===== src/rtl/i2s_pkg.sv =====
// i2s_pkg: definitions shared by the I2S receive peripheral and its FIFO.
//   - bus register addresses for control, pop, head-left, head-right and status
//   - status register bit positions
//   - receiver FSM state encoding
//   - per-channel sample width
package i2s_pkg;

   localparam int SAMPLE_W = 16;

   localparam logic [3:0] ADDR_CTRL   = 4'h0;
   localparam logic [3:0] ADDR_POP    = 4'h2;
   localparam logic [3:0] ADDR_LEFT   = 4'h4;
   localparam logic [3:0] ADDR_RIGHT  = 4'h6;
   localparam logic [3:0] ADDR_STATUS = 4'h8;

   localparam int STAT_EMPTY    = 0;
   localparam int STAT_FULL     = 1;
   localparam int STAT_OVERRUN  = 2;
   localparam int STAT_SYNC_ERR = 3;

   typedef enum logic [1:0] {
      ST_DISABLED = 2'd0,
      ST_SYNC     = 2'd1,
      ST_LEFT     = 2'd2,
      ST_RIGHT    = 2'd3
   } rx_state_e;

endpackage


===== src/rtl/i2s_rx_fifo.sv =====
// i2s_rx_fifo: synchronous depth x nBits frame FIFO.
// Ports:
//   clk, rst          system clock, asynchronous active-high reset
//   push, wdata       write request and frame data
//   pop               read-advance request (ignored when empty)
//   rdata             current head entry (meaningless while empty)
//   full, empty       occupancy flags
// A push while full is accepted only when a pop happens in the same cycle.
module i2s_rx_fifo #(
   parameter int nBits = 32,
   parameter int depth = 4
) (
   input  logic             clk,
   input  logic             rst,
   input  logic             push,
   input  logic             pop,
   input  logic [nBits-1:0] wdata,
   output logic [nBits-1:0] rdata,
   output logic             full,
   output logic             empty
);

   // Pointers carry one extra wrap bit so full and empty are distinguishable.
   localparam int PW = $clog2(depth) + 1;

   logic [nBits-1:0] mem_q [depth];
   logic [PW-1:0]    wr_ptr_q, wr_ptr_d;
   logic [PW-1:0]    rd_ptr_q, rd_ptr_d;
   logic             do_push, do_pop;

   assign empty = (wr_ptr_q == rd_ptr_q);
   assign full  = (wr_ptr_q[PW-1] != rd_ptr_q[PW-1]) &&
                  (wr_ptr_q[PW-2:0] == rd_ptr_q[PW-2:0]);
   assign rdata = mem_q[rd_ptr_q[PW-2:0]];

   always_comb begin
      do_pop   = pop && !empty;
      do_push  = push && (!full || do_pop);
      wr_ptr_d = wr_ptr_q;
      rd_ptr_d = rd_ptr_q;
      if (do_push) wr_ptr_d = wr_ptr_q + 1'b1;
      if (do_pop)  rd_ptr_d = rd_ptr_q + 1'b1;
   end

   always_ff @(posedge clk or posedge rst) begin
      if (rst) begin
         wr_ptr_q <= '0;
         rd_ptr_q <= '0;
      end else begin
         wr_ptr_q <= wr_ptr_d;
         rd_ptr_q <= rd_ptr_d;
      end
   end

   // Storage needs no reset: the pointers define which entries are valid.
   always_ff @(posedge clk) begin
      if (do_push) mem_q[wr_ptr_q[PW-2:0]] <= wdata;
   end

endmodule


===== src/rtl/i2s_rx_peripheral.sv =====
// i2s_rx_peripheral: bus-mapped Philips I2S receiver.
// Ports:
//   clk, rst            system clock, asynchronous active-high reset
//   cs, rd, wr          bus select and strobes
//   addr, din           register address and write data
//   dout                registered read data
//   SCK, WS, SD         external I2S pins, asynchronous to clk
//   irq                 high while enabled and the frame FIFO is non-empty
// Frames are stored as {right, left}; reads of the head are non-destructive.
module i2s_rx_peripheral #(
   parameter int tamPro  = 16,
   parameter int tamAddr = 4,
   parameter int nBits   = 32,
   parameter int depth   = 4
) (
   input  logic               clk,
   input  logic               rst,
   input  logic               cs,
   input  logic               rd,
   input  logic               wr,
   input  logic [tamAddr-1:0] addr,
   input  logic [tamPro-1:0]  din,
   output logic [tamPro-1:0]  dout,
   input  logic               SCK,
   input  logic               WS,
   input  logic               SD,
   output logic               irq
);

   import i2s_pkg::*;

   logic [2:0]        sck_sync_q, sck_sync_d;
   logic [1:0]        ws_sync_q, ws_sync_d;
   logic [1:0]        sd_sync_q, sd_sync_d;
   rx_state_e         state_q, state_d;
   logic [tamPro-1:0] shift_q, shift_d, shift_next;
   logic [tamPro-1:0] left_q, left_d;
   logic [4:0]        bit_cnt_q, bit_cnt_d, cnt_next;
   logic              ws_prev_q, ws_prev_d;
   logic              enable_q, enable_d;
   logic              overrun_q, overrun_d;
   logic              sync_err_q, sync_err_d;
   logic [tamPro-1:0] dout_q, dout_d;

   logic              sck_rise, ws_now, sd_now, ws_edge, word_ok;
   logic              wr_ctrl, wr_pop, push, set_sync_err;
   logic              fifo_full, fifo_empty;
   logic [nBits-1:0]  fifo_rdata;
   logic              unused_din;

   assign unused_din = ^din[tamPro-1:2];

   assign wr_ctrl = cs && wr && (addr == tamAddr'(ADDR_CTRL));
   assign wr_pop  = cs && wr && (addr == tamAddr'(ADDR_POP)) && din[0];

   // Stage 1/2 resynchronise the pins; stage 3 of SCK is only for edge detect,
   // so WS/SD at stage 2 line up with the detected SCK rise.
   always_comb begin
      sck_sync_d = {sck_sync_q[1:0], SCK};
      ws_sync_d  = {ws_sync_q[0], WS};
      sd_sync_d  = {sd_sync_q[0], SD};
      sck_rise   = sck_sync_q[1] && !sck_sync_q[2];
      ws_now     = ws_sync_q[1];
      sd_now     = sd_sync_q[1];
      shift_next = {shift_q[tamPro-2:0], sd_now};
      cnt_next   = (bit_cnt_q == 5'd31) ? bit_cnt_q : bit_cnt_q + 5'd1;
      ws_edge    = sck_rise && (ws_now != ws_prev_q);
      word_ok    = (cnt_next == 5'(tamPro));
   end

   // A WS change closes the current word; the bit sampled on that edge is
   // its LSB, so the count including it must be exactly one sample width.
   always_comb begin
      state_d      = state_q;
      shift_d      = shift_q;
      bit_cnt_d    = bit_cnt_q;
      ws_prev_d    = ws_prev_q;
      left_d       = left_q;
      push         = 1'b0;
      set_sync_err = 1'b0;
      if (sck_rise) begin
         ws_prev_d = ws_now;
         shift_d   = shift_next;
         bit_cnt_d = cnt_next;
      end
      case (state_q)
         ST_DISABLED: state_d = ST_SYNC;
         ST_SYNC: begin
            if (ws_edge) begin
               bit_cnt_d = '0;
               if (ws_prev_q && !ws_now) state_d = ST_LEFT;
            end
         end
         ST_LEFT: begin
            if (ws_edge) begin
               bit_cnt_d = '0;
               if (word_ok) begin
                  left_d  = shift_next;
                  state_d = ST_RIGHT;
               end else begin
                  set_sync_err = 1'b1;
                  state_d      = ST_SYNC;
               end
            end
         end
         ST_RIGHT: begin
            if (ws_edge) begin
               bit_cnt_d = '0;
               if (word_ok) begin
                  push    = 1'b1;
                  state_d = ST_LEFT;
               end else begin
                  set_sync_err = 1'b1;
                  state_d      = ST_SYNC;
               end
            end
         end
         default: state_d = ST_DISABLED;
      endcase
      // Disabling abandons any word in flight but leaves the FIFO intact.
      if (!enable_q) begin
         state_d      = ST_DISABLED;
         shift_d      = '0;
         bit_cnt_d    = '0;
         left_d       = '0;
         push         = 1'b0;
         set_sync_err = 1'b0;
      end
   end

   // Control register and sticky flags; a set in the same cycle as a clear
   // wins because it is applied last. A pop in the push cycle frees a slot.
   always_comb begin
      enable_d   = enable_q;
      overrun_d  = overrun_q;
      sync_err_d = sync_err_q;
      if (wr_ctrl) begin
         enable_d = din[0];
         if (din[1]) begin
            overrun_d  = 1'b0;
            sync_err_d = 1'b0;
         end
      end
      if (push && fifo_full && !wr_pop) overrun_d = 1'b1;
      if (set_sync_err) sync_err_d = 1'b1;
   end

   // Read mux; an empty FIFO reads back as zero rather than stale storage.
   always_comb begin
      dout_d = '0;
      if (cs && rd) begin
         if (addr == tamAddr'(ADDR_LEFT)) begin
            dout_d = fifo_empty ? '0 : fifo_rdata[tamPro-1:0];
         end else if (addr == tamAddr'(ADDR_RIGHT)) begin
            dout_d = fifo_empty ? '0 : fifo_rdata[nBits-1:tamPro];
         end else if (addr == tamAddr'(ADDR_STATUS)) begin
            dout_d[STAT_EMPTY]    = fifo_empty;
            dout_d[STAT_FULL]     = fifo_full;
            dout_d[STAT_OVERRUN]  = overrun_q;
            dout_d[STAT_SYNC_ERR] = sync_err_q;
         end
      end
   end

   always_ff @(posedge clk or posedge rst) begin
      if (rst) begin
         sck_sync_q <= '0;
         ws_sync_q  <= '0;
         sd_sync_q  <= '0;
         state_q    <= ST_DISABLED;
         shift_q    <= '0;
         bit_cnt_q  <= '0;
         ws_prev_q  <= 1'b0;
         left_q     <= '0;
         enable_q   <= 1'b0;
         overrun_q  <= 1'b0;
         sync_err_q <= 1'b0;
         dout_q     <= '0;
      end else begin
         sck_sync_q <= sck_sync_d;
         ws_sync_q  <= ws_sync_d;
         sd_sync_q  <= sd_sync_d;
         state_q    <= state_d;
         shift_q    <= shift_d;
         bit_cnt_q  <= bit_cnt_d;
         ws_prev_q  <= ws_prev_d;
         left_q     <= left_d;
         enable_q   <= enable_d;
         overrun_q  <= overrun_d;
         sync_err_q <= sync_err_d;
         dout_q     <= dout_d;
      end
   end

   i2s_rx_fifo #(
      .nBits (nBits),
      .depth (depth)
   ) u_fifo (
      .clk   (clk),
      .rst   (rst),
      .push  (push),
      .pop   (wr_pop),
      .wdata ({shift_next, left_q}),
      .rdata (fifo_rdata),
      .full  (fifo_full),
      .empty (fifo_empty)
   );

   assign dout = dout_q;
   assign irq  = enable_q && !fifo_empty;

endmodule

===== config.mk =====
export PLATFORM = sky130hd
export DESIGN_NAME = i2s_rx_peripheral
export DESIGN_NICKNAME = d
export VERILOG_FILES = /design/src/rtl/i2s_pkg.sv /design/src/rtl/i2s_rx_fifo.sv /design/src/rtl/i2s_rx_peripheral.sv
export SDC_FILE = /design/constraint.sdc
export NUM_CORES = 1
export LEC_CHECK = 0
export ABC_AREA = 1
export CORE_ASPECT_RATIO = 1.2
export CORE_MARGIN = 5
export CORE_UTILIZATION = 35
export CTS_BUF_LIST = sky130_fd_sc_hd__clkbuf_8 sky130_fd_sc_hd__clkbuf_16
export CTS_CLUSTER_SIZE = 10
export DETAILED_ROUTE_END_ITERATION = 10
export GPL_TIMING_DRIVEN = 0
export PLACE_DENSITY = 0.61
export REMOVE_ABC_BUFFERS = 1
export SLEW_MARGIN = 20
export SYNTH_ARGS = -nofsm -noshare
export SYNTH_HDL_FRONTEND = slang
export SYNTH_SLANG_ARGS = --single-unit
export TNS_END_PERCENT = 50

===== constraint.sdc =====
create_clock -name clk -period 4.8 [get_ports clk]
set_input_delay 0.48 -clock clk [delete_from_list [all_inputs] [get_ports clk]]
set_output_delay 0.48 -clock clk [all_outputs]
set_load 0.005 [all_outputs]

# == Word-level counts from Yosys, hierarchy flattened ==
# Memory sizes are Yosys's and may differ from the RTL's.
# Index checks and enable logic that the tools add are counted.
# classes
add_sub_neg,3
eq_ne,21
n_mux,40
n_reduce_logical,32
# ops
operator,count
two-way mux 16 bit,8
two-way mux 15 bit,2
two-way mux 5 bit,5
logical AND 1 bit,14
two-way mux 1 bit,14
two-way mux 2 bit,7
two-way mux 12 bit,1
"inequality test 3 bit, second input constant",4
"equality test 5 bit, second input constant",2
"equality test 4 x 3 -> 1 bit, second input constant",2
two-way mux 4 bit,2
"inequality test 2 x 1 -> 1 bit, second input constant",4
case mux 2 bit (4 select lines),1
nonzero test 2 bit,4
"adder 3 x 1 -> 3 bit, second input constant",2
"adder 5 x 1 -> 5 bit, second input constant",1
logical NOT 1 bit,5
"equality test 2 bit, second input constant",2
"equality test 4 x 2 -> 1 bit, second input constant",1
"equality test 4 bit, second input constant",1
logical NOT 4 bit,1
AND reduction 2 bit,2
AND reduction 4 bit,1
equality test 3 bit,1
8 further kinds,9
# totals
register_bits,71
mem_bits_rw,128
inputBits,28
output_inout_bits,17
n_memories,1
# mem_list
name,words,word_bits,rd,rd_clocked_by_memory_dff,wr,line_no,text
u_fifo.mem_q,4,32,1,0,1,i2s_rx_fifo.sv:26,logic [nBits-1:0] mem_q [depth];

# == Logic depth before layout (Yosys ltp) ==
# Gate-level depths: netlist of run 1.
# depth
word_depth,11
mapped_depth,11
ltp_nobuf,11

# == Modules after synthesis ==
# A second synthesis of run 1 with hierarchy kept.
# hier_totals
hier_cells,722
area_unflattened_um2,8164.1
# modules_own_cells
module,n_inst,cells_each,area_each_um2,seq_area_each_um2
i2s_rx_fifo,1,370,5178.7,3993.8
i2s_rx_peripheral,1,352,2985.4,1626.6

# == Worst setup path after synthesis of run 1 ==
# OpenSTA, ideal clock, no wires.
# synth_timing
kind,reg-to-reg
start,register bit_cnt_q[0]
end,memory u_fifo.mem_q[0][0] (enable)
setup_time_ps,421
t_arrival_ps,2719
required_ps,4379
setup_slack_ps,1660
path_stages_with_launch,9
path_buffers,0
synth_period_minus_slack_ps,3140
path_cell_list,dfrtp_1 > ha_1 > nand4_1 > nand2_1 > nand2_1 > nand2_2 > nor2_4 > nand3_1 > nor2_1
# synth_via
elab_chain_cells,10
elab_cells_between_ends,11
# synth_rtl
element,line_no,text
from (decl),i2s_rx_peripheral.sv:38,"logic [4:0] bit_cnt_q, bit_cnt_d, cnt_next;"
from (signal assigned),i2s_rx_peripheral.sv:185,bit_cnt_q <= bit_cnt_d;
adder 5 x 1 -> 5 bit or equality test 5 bit (tied branches),i2s_rx_peripheral.sv:66,cnt_next = (bit_cnt_q == 5'd31) ? bit_cnt_q : bit_cnt_q + 5'd1;
two-way mux 5 bit *,i2s_rx_peripheral.sv:66,
equality test 5 bit *,i2s_rx_peripheral.sv:68,word_ok = (cnt_next == 5'(tamPro));
two-way mux 1 bit *,i2s_rx_peripheral.sv:109,if (word_ok) begin
two-way mux 1 bit *,i2s_rx_peripheral.sv:107,if (ws_edge) begin
two-way mux 1 bit *,i2s_rx_peripheral.sv:86,case (state_q)
two-way mux 1 bit *,i2s_rx_peripheral.sv:121,if (!enable_q) begin
logical AND 1 bit *,i2s_rx_fifo.sv:38,do_push = push && (!full || do_pop);
two-way mux 1 bit *,i2s_rx_fifo.sv:57,if (do_push) mem_q[wr_ptr_q[PW-2:0]] <= wdata;
two-way mux 1 bit (implied by the code) *,i2s_rx_fifo.sv:57,
to (decl),i2s_rx_fifo.sv:26,
# Mark *: on every way between the ends. The rest lies on a longest branch, timed or not.

# == Worst setup path in the final report of run 1 ==
# layout_timing
start,register u_fifo.rd_ptr_q[0]
end,output port irq
# layout_via
elab_chain_cells,3
# layout_rtl
element,line_no,text
from (decl),i2s_rx_fifo.sv:28,"logic [PW-1:0] rd_ptr_q, rd_ptr_d;"
from (signal assigned),i2s_rx_fifo.sv:51,rd_ptr_q <= rd_ptr_d;
equality test 3 bit,i2s_rx_fifo.sv:31,assign empty = (wr_ptr_q == rd_ptr_q);
logical NOT 1 bit,i2s_rx_peripheral.sv:210,assign irq = enable_q && !fifo_empty;
logical AND 1 bit,i2s_rx_peripheral.sv:210,
to (decl),i2s_rx_peripheral.sv:27,output logic irq
# No other way between the ends.

==> results of run 1 <==
sequential cells by signal, indices dropped and copies added (netlist names), 3 cells and up:
signal           flops
left_q              16
u_fifo.mem_q       128
bit_cnt_q            5
shift_q             15
sck_sync_q           3
u_fifo.wr_ptr_q      3
dout                16
u_fifo.rd_ptr_q      3
cell families (layout without fill, tap and decap cells):
logic type               Yosys count  count (layout)
flip-flops                       199             199
buffers and inverters             80             110
XOR/XNOR                           5               5
adder cells (fa/ha/maj)            7               7
AO/OA/AOI/OAI                    172             172
AND/OR/NAND/NOR                  243             243
layout make-up:
cell class              count  area (µm²)
inverters                  41       158.9
repair buffers             37       478.0
fillers                  2235       13640
multi-input cells         427        2292
clock inverters            14       172.7
flip-flops and latches    199        5629
well taps                 315       394.1
clock buffers              18       439.2
cell usage in the layout (no fill, tap or decap), types with 18 or more instances in the layout:
cell / instances
edfxtp_1: 128
nor2_1: 99
nand2_1: 79
o21ai_0: 76
dfrtp_1: 68
inv_1: 35
clkdlybuf4s50_1: 30
nand3_1: 28
o21ai_1: 24
a21oi_1: 19
nand3_2: 18
metrics by stage:
stage	setup TNS, ps	instance area, µm²
2_1_floorplan	0	8036
3_3_place_gp	-87510	8731
3_5_place_dp	0	8952
4_1_cts	0	9564
5_1_grt	0	9564
6_report	0	9564
report_power, final:
part / total, W / internal, W / leakage [nW] / switching (W)
Clock: 0.00147 / 0.000839 / 0.292 / 0.000627
Sequential: 0.00195 / 0.00183 / 2.19 / 0.000117
Combinational: 0.000362 / 0.000138 / 1.11 / 0.000224
Total: 0.00378 / 0.00281 / 3.59 / 0.000968
routing by layer:
metal / global-route usage [%] / vias to the layer above / wire, µm
met2: 23.56 / 117 / 8826
li1: - / 2508 / -
met5: 0 / - / 0
met3: 2.770 / 15 / 663
met4: 4.577 / 0 / 237
met1: 17.10 / 2569 / 7456
final timing paths:
path                                      end  depth (start not counted)  slack [ps]                from
worst max register to register        dout[4]                          8        1640  u_fifo.rd_ptr_q[0]
max in group asynchronous             dout[7]                          3        3780                 rst
worst min register to register   ws_sync_q[1]                          0         350        ws_sync_q[0]
worst min-delay path             ws_sync_q[1]                          0         350        ws_sync_q[0]
worst max-delay path                      irq                          7        1200  u_fifo.rd_ptr_q[0]
min in group asynchronous       sck_sync_q[0]                          2         420                 rst
==> impl_metrics.tcl, run 1 <==
set metrics [dict create \
    synth_enable_flop_cells 128 \
    yosys.area_share.simple_pct 13.55 \
    dpl.cell_count 1019 \
    peakVddDrop_mv 0.2682 \
    root_buffer "clkbuf_16" \
    synth_area_per_cell_um2 11.66 \
    die_width_um 150.0 \
    period_share_pct 74.99 \
    synth_cells 706 \
    drv_cap 0 \
    rows 61 \
    dpl_worst_slack_ps 1611 \
    setup_violations 0 \
    cts_resized 0 \
    synth_cell_types 36 \
    htreeDepth 4 \
    post_cts_buffers 0 \
    setup_ws_ps 1201 \
    path_class "flip-flop to output port" \
    yosysTopAreaCell "edfxtp_1" \
    synth_area_leaders "edfxtp_1 (47%), dfrtp_1 (22%), nor2_1 (4.7%)" \
    antenna_found_initial 0 \
    hp-class "flip-flop to flip-flop" \
    crit_top_cell "nand2_1" \
    die_h_um 178.0 \
    cp_slowest_stage_delay_ps 940 \
    die_area_um2 26700 \
    cp.arrival_ps 3120 \
    rsz0062_at_grt "no" \
    utilization_pct 41.22 \
    ys_warn_count 0 \
    cts_sinks 199 \
    grt_pass1_wl_mm 27.61 \
    grt_max_degree 68 \
    yosysSeqAreaShare_pct 68.29 \
    worst_slew_pin_slew_ps 999.5 \
    nets 758 \
    ant_nets 0 \
    areaGrowthSynthToFinish_pct 16.21 \
    track_usage_pct 13.63 \
    synth_xor_area_share_pct 0.5321 \
    drt_iter0_drc 334 \
    clockBufferDepth 2 \
    max-slew-margin-rel_pct 33.21 \
    end_kind "output port" \
    clock_latency_ps 440 \
    vias 5209 \
    cp-start-kind "flip-flop" \
    fin_skew_ps 10.17 \
    drc 0 \
    port_buffers 30 \
    gp_congestion 0.7258 \
    start_util_pct 35.47 \
    synth-adder-area-share_pct 1.064 \
    drv_slew 0 \
    overflow 0 \
    ys.flop_type "edfxtp_1" \
    vias_per_cell 4.956 \
    fmax_mhz 277.8 \
    leakage_nw 3.587 \
    post_drt_wl_per_cell_um 16.35 \
    dpl.hpwl_mm 9.647 \
    grt_pass1_vias 5242 \
    synthTopCellsByCount "edfxtp_1 (128), nor2_1 (102), nand2_1 (80)" \
    required_ps 4320 \
    synth_top_family_by_area "simple AND/OR/NAND/NOR gates" \
    num_antenna_cells 0 \
    hold_ws_ps 350.4 \
    synth.most_common_cell "edfxtp_1" \
    ios 45 \
    synth_seq_cells 199 \
    final_hold_viol_count 0 \
    synth_compound_area_share_pct 12.34 \
    drt_wl_total_mm 17.18 \
    cts_tree "built" \
    yosys.area.top_type_share_pct 46.70 \
    dr.pass1.iters 5 \
    clk_pin_slew_ps 70 \
    cts_hold_buf 0 \
    power_density_nw_per_um2 394.9 \
    slowest_stage "dfrtp_4" \
    cts-buffers-inserted 17 \
    critical-path-top-delay-family "simple AND/OR/NAND/NOR gates" \
    status "finished, final reports clean" \
    synth_area_um2 8230 \
    yosys-mux-area-fraction_pct 0 \
    async_reset_ff_share_pct 35.68 \
    instances_no_fill 1051 \
    period_minus_slack_ps 3599 \
    worst-path-max-fanout 67 \
    p_total_w 0.003777 \
    crit_chain "xnor2_1 > nand2_1 > inv_2 > nand2_1 > nand2_1 > inv_1 > clkdlybuf4s50_1" \
    critPathBufInv 3 \
    drive_gt1_share_pct 12.91 \
    core_um2 23200 \
]
(Power assumes the default switching activity.)
==> run 2: changes to the inputs <==
--- a/config.mk
+++ b/config.mk
@@ -13,7 +13,7 @@
 export CTS_CLUSTER_SIZE = 10
 export DETAILED_ROUTE_END_ITERATION = 10
 export GPL_TIMING_DRIVEN = 0
-export PLACE_DENSITY = 0.61
+export PLACE_DENSITY = 0.63
 export REMOVE_ABC_BUFFERS = 1
 export SLEW_MARGIN = 20
 export SYNTH_ARGS = -nofsm -noshare
==> constraint.sdc (replaced) <==
create_clock -name clk -period 2.9 [get_ports clk]
set_input_delay 0.29 -clock clk [delete_from_list [all_inputs] [get_ports clk]]
set_output_delay 0.29 -clock clk [all_outputs]
set_load 0.005 [all_outputs]
==> impl_metrics.tcl, run 2 (synthesis results as in run 1) <==
set metrics [dict create \
    drv_slew 0 \
    utilization_pct 41.67 \
    dr.pass1.iters 4 \
    cts_tree "built" \
    end_kind "output port" \
    cts_sinks 199 \
    fmax_mhz 367.6 \
    critPathBufInv 3 \
    p_switching_w 0.001589 \
    drc 0 \
    rsz0062_at_grt "no" \
    ios 45 \
    die_width_um 150.0 \
    cts-buffers-inserted 17 \
    die_h_um 178.0 \
    grt_max_degree 66 \
    worst_slew_pin_slew_ps 774.5 \
    die_area_um2 26700 \
    period_minus_slack_ps 2721 \
    dpl.hpwl_mm 9.720 \
    drive_gt1_share_pct 13.51 \
    hp-class "primary input to async pin" \
    ant_nets 0 \
    setup_ws_ps 179.4 \
    overflow 0 \
    worst-path-max-fanout 35 \
    port_buffers 30 \
    grt_pass1_wl_mm 28.03 \
    drt_iter0_drc 313 \
    final_cell_mix "edfxtp_1 (128), nor2_1 (99), nand2_1 (78), o21ai_0 (76), dfrtp_1 (68)" \
    num_antenna_cells 0 \
    cp-start-kind "flip-flop" \
    drt_wl_total_mm 17.55 \
    vias 5236 \
    largest_reg_flops 128 \
    grt_pass1_vias 5208 \
    period_share_pct 93.81 \
    leakage_nw 3.622 \
    critical-path-top-delay-family "flip-flops" \
    cp_slowest_stage_delay_ps 680 \
    drv_cap 0 \
    max-slew-margin-rel_pct 48.31 \
    start_util_pct 35.47 \
    post_drt_wl_per_cell_um 16.64 \
    areaGrowthSynthToFinish_pct 17.47 \
    crit_top_cell "nand2_1" \
    status "finished, final reports clean" \
    track_usage_pct 13.79 \
    peakVddDrop_mv 0.4394 \
    seq_power_share_pct 49.3 \
    clk_pin_slew_ps 70 \
    path_class "flip-flop to output port" \
    power_density_nw_per_um2 663.7 \
    crit_chain "xnor2_1 > nand2_1 > inv_2 > nand2_4 > nand2_1 > inv_1 > clkdlybuf4s50_1" \
    mostFrequentLayoutCell "edfxtp_1" \
    cp.arrival_ps 2430 \
    cts_hold_buf 0 \
    power.share.switching_pct 24.77 \
    root_buffer "clkbuf_16" \
    nets 762 \
    gp_congestion 0.7272 \
    required_ps 2610 \
    clockBufferDepth 2 \
    antenna_found_initial 0 \
    pwr-share-comb_pct 10.9 \
    dpl_worst_slack_ps -277.9 \
    p_int_w 0.004827 \
    vias_per_cell 4.963 \
    core_um2 23200 \
    clkPwrFrac_pct 39.8 \
    htreeDepth 4 \
    fin_skew_ps 5.891 \
    clock_latency_ps 430 \
    setup_violations 0 \
    final_hold_viol_count 0 \
    slowest_stage "dfrtp_4" \
    rows 61 \
]
run 2: worst reg2reg max path, delay by kind of cell, from the launching register on:
family                     cells  cell delay (ps)
adders and majority gates      1              280
buffers and inverters          1              210
and+or+nand+nor                7             1280
DFF                            1              440
run 2: metal layers:
layer / vias up / share of wire, % / track usage, %
li1: 2530 / - / -
met3: 22 / 4.3 / 2.338
met2: 120 / 51 / 23.95
met4: 0 / 2.0 / 4.996
met5: - / 0 / 0
met1: 2564 / 43 / 17.32
run 2: power groups by stage:
stage | combinational, W | sequential, W | clock (W)
finish | 0.000697 | 0.00316 | 0.00255
global placement | 0.000592 | 0.00327 | 0
global route | 0.000783 | 0.00317 | 0.00271
detailed placement | 0.000642 | 0.00325 | 0
floorplan | 0.000421 | 0.00320 | 0
CTS | 0.000710 | 0.00316 | 0.00258
run 2: timing repair:
| item | 4_1_cts | 5_1_grt |
|---|---|---|
| resized for setup | 4 | 0 |
| pin swaps | 2 | 1 |
| setup buffers | 4 | 1 |
| endpoints found under the setup margin | 72 | 20 |
run 2: path summary, 6_finish.rpt:
| kind | startpoint | to | slack [ps] | cells past startpoint |
|---|---|---|---|---|
| setup / recovery | u_fifo.rd_ptr_q[0] | irq | 180 | 7 |
| hold / removal | rst | sck_sync_q[0] | 210 | 2 |
| setup reg to reg | bit_cnt_q[0] | u_fifo.mem_q[0][15] | 370 | 9 |
| hold reg to reg | ws_sync_q[0] | ws_sync_q[1] | 350 | 0 |
| max in group asynchronous | rst | u_fifo.rd_ptr_q[0] | 2090 | 3 |
| min in group clk | WS | ws_sync_q[0] | 290 | 1 |
run 2: final cells by class:
class | count | area [µm²]
well taps | 315 | 394.1
repair buffers | 41 | 538.0
clock buffers | 18 | 439.2
fillers | 2189 | 13530
inverters | 41 | 158.9
clock inverters | 14 | 203.9
multi-input cells | 427 | 2305
flip-flops and latches | 199 | 5629
run 2: stage by stage:
stage / setup TNS, ps / hold slack (ps) / cell area (µm²) / power [W] / cells
CTS: 0 / 222.5 / 9648 / 0.006459 / 1054
finish: 0 / 209.4 / 9668 / 0.006417 / 1055
detailed placement: -5746 / 336.4 / 8922 / 0.003893 / 1018
floorplan: -70350 / 321.4 / 8036 / 0.003618 / 667
global placement: -389970 / 333.7 / 8731 / 0.003867 / 1012
global route: 0 / 253.5 / 9668 / 0.006660 / 1055
==> run 3: changes to the inputs <==
--- a/config.mk
+++ b/config.mk
@@ -6,7 +6,8 @@
 export NUM_CORES = 1
 export LEC_CHECK = 0
 export ABC_AREA = 1
-export CORE_ASPECT_RATIO = 1.2
+export ABC_CLOCK_PERIOD_IN_PS = 2900
+export CORE_ASPECT_RATIO = 0.8
 export CORE_MARGIN = 5
 export CORE_UTILIZATION = 35
 export CTS_BUF_LIST = sky130_fd_sc_hd__clkbuf_8 sky130_fd_sc_hd__clkbuf_16
==> impl_metrics.tcl, run 3 (synthesis results as in run 1) <==
set metrics [dict create \
    peakVddDrop_mv 0.4486 \
    grt_pass1_wl_mm 28.17 \
    antenna_found_initial 0 \
    leakage_nw 3.579 \
    nets 761 \
    pwr-share-comb_pct 11.4 \
    period_share_pct 93.89 \
    critPathBufInv 3 \
    ant_nets 0 \
    max-slew-margin-rel_pct 47.98 \
    vias 5258 \
    port_buffers 30 \
    root_buffer "clkbuf_16" \
    dr.pass1.iters 5 \
    p_int_w 0.004491 \
    drv_cap 0 \
    vias_per_cell 5.003 \
    areaGrowthSynthToFinish_pct 16.52 \
    rows 50 \
    largest_reg_flops 128 \
    end_kind "output port" \
    critical-path-top-delay-family "flip-flops" \
    track_usage_pct 13.50 \
    cts_sinks 199 \
    drt_iter0_drc 403 \
    overflow 0 \
    die_width_um 181.4 \
    period_minus_slack_ps 2723 \
    cts-buffers-inserted 17 \
    rsz0062_at_grt "no" \
    r2r_start "bit_cnt_q[0]" \
    dpl.hpwl_mm 9.671 \
    final_cell_mix "edfxtp_1 (128), nor2_1 (99), nand2_1 (78), o21ai_0 (76), dfrtp_1 (68)" \
    finalInstanceArea_um2 9590 \
    required_ps 2610 \
    seq_power_share_pct 51.4 \
    gp_congestion 0.7193 \
    crit_top_cell "nand2_1" \
    power.share.switching_pct 27.14 \
    drive_gt1_share_pct 13.53 \
    mostFrequentLayoutCell "edfxtp_1" \
    grt_max_degree 66 \
    drc 0 \
    grt_pass1_vias 5192 \
    slowest_stage "dfrtp_4" \
    post_drt_wl_per_cell_um 16.84 \
    crit_chain "xnor2_1 > nand2_1 > inv_2 > nand2_4 > nand2_1 > inv_1 > clkdlybuf4s50_1" \
    worst-path-max-fanout 35 \
    core_um2 23270 \
    htreeDepth 4 \
    die_area_um2 26700 \
    clockBufferDepth 2 \
    drt_wl_total_mm 17.70 \
    setup_ws_ps 177.3 \
    die_h_um 147.2 \
    hp-class "primary input to async pin" \
    cp_slowest_stage_delay_ps 680 \
    setup_violations 0 \
    cp-start-kind "flip-flop" \
    timing.setup.tns_ps 0 \
    start_util_pct 35.37 \
    status "finished, final reports clean" \
    path_class "flip-flop to output port" \
    clock_latency_ps 440 \
    multi_input_area_um2 2305 \
    clkPwrFrac_pct 37.2 \
    cp.arrival_ps 2430 \
    worstSetupStartpoint "u_fifo.rd_ptr_q[0]" \
    power_density_nw_per_um2 642.7 \
    utilization_pct 41.21 \
    worst_slew_pin_slew_ps 779.4 \
    ios 45 \
    fin_skew_ps 13.28 \
    placed_area_um2 8926 \
    cts_tree "built" \
    p_switching_w 0.001673 \
    drv_slew 0 \
    dpl_worst_slack_ps -330.8 \
    fmax_mhz 367.3 \
    num_antenna_cells 0 \
    clk_pin_slew_ps 70 \
    final_hold_viol_count 0 \
    nFillCells 2222 \
    ff_latch_area_um2 5629 \
]
-- run 3: worst paths after layout --
kind | cells after the start | end | slack, ps
max | 7 | irq | 180
min | 2 | sck_sync_q[0] | 220
max reg2reg | 9 | u_fifo.mem_q[0][12] | 390
min reg2reg | 0 | sd_sync_q[1] | 350
max in group asynchronous | 3 | u_fifo.rd_ptr_q[0] | 2090
min in group clk | 1 | ws_sync_q[0] | 290
-- run 3: power groups by stage --
stage	combinational [W]	clock [W]	sequential, W
CTS	0.000703	0.00234	0.00317
finish	0.000700	0.00229	0.00317
floorplan	0.000421	0	0.00320
global placement	0.000589	0	0.00327
detailed placement	0.000636	0	0.00326
global route	0.000776	0.00245	0.00318
-- run 3: timing repair --
action / 4_1_cts / 5_1_grt
setup endpoints to repair: 73 / 19
hold buffers: 0 / 0
resized for setup: 4 / 0
buffers inserted: 3 / 1
pin swaps: 2 / 1
-- run 3: cell type report --
| cell class | instances | area share [%] |
|---|---|---|
| flip-flops and latches | 199 | 58.70 |
| clock inverters | 15 | 1.500 |
| clock buffers | 17 | 4.436 |
| multi-input cells | 427 | 24.03 |
| inverters | 41 | 1.657 |
| well taps | 312 | 4.070 |
| repair buffers | 40 | 5.610 |
-- run 3: stage by stage --
step / total power [W] / instances / hold slack (ps)
4_1_cts: 0.006212 / 1050 / 233.4
5_1_grt: 0.006411 / 1051 / 263.6
2_1_floorplan: 0.003618 / 667 / 321.4
6_report: 0.006164 / 1051 / 219.5
3_3_place_gp: 0.003856 / 1009 / 332.2
3_5_place_dp: 0.003892 / 1015 / 337.1
-- run 3: per-layer routing --
metal | GRT usage (%) | routed length [µm]
met5 | 0 | 0
met4 | 4.014 | 225
met3 | 2.673 | 766
met2 | 23.12 | 8826
met1 | 17.47 | 7877
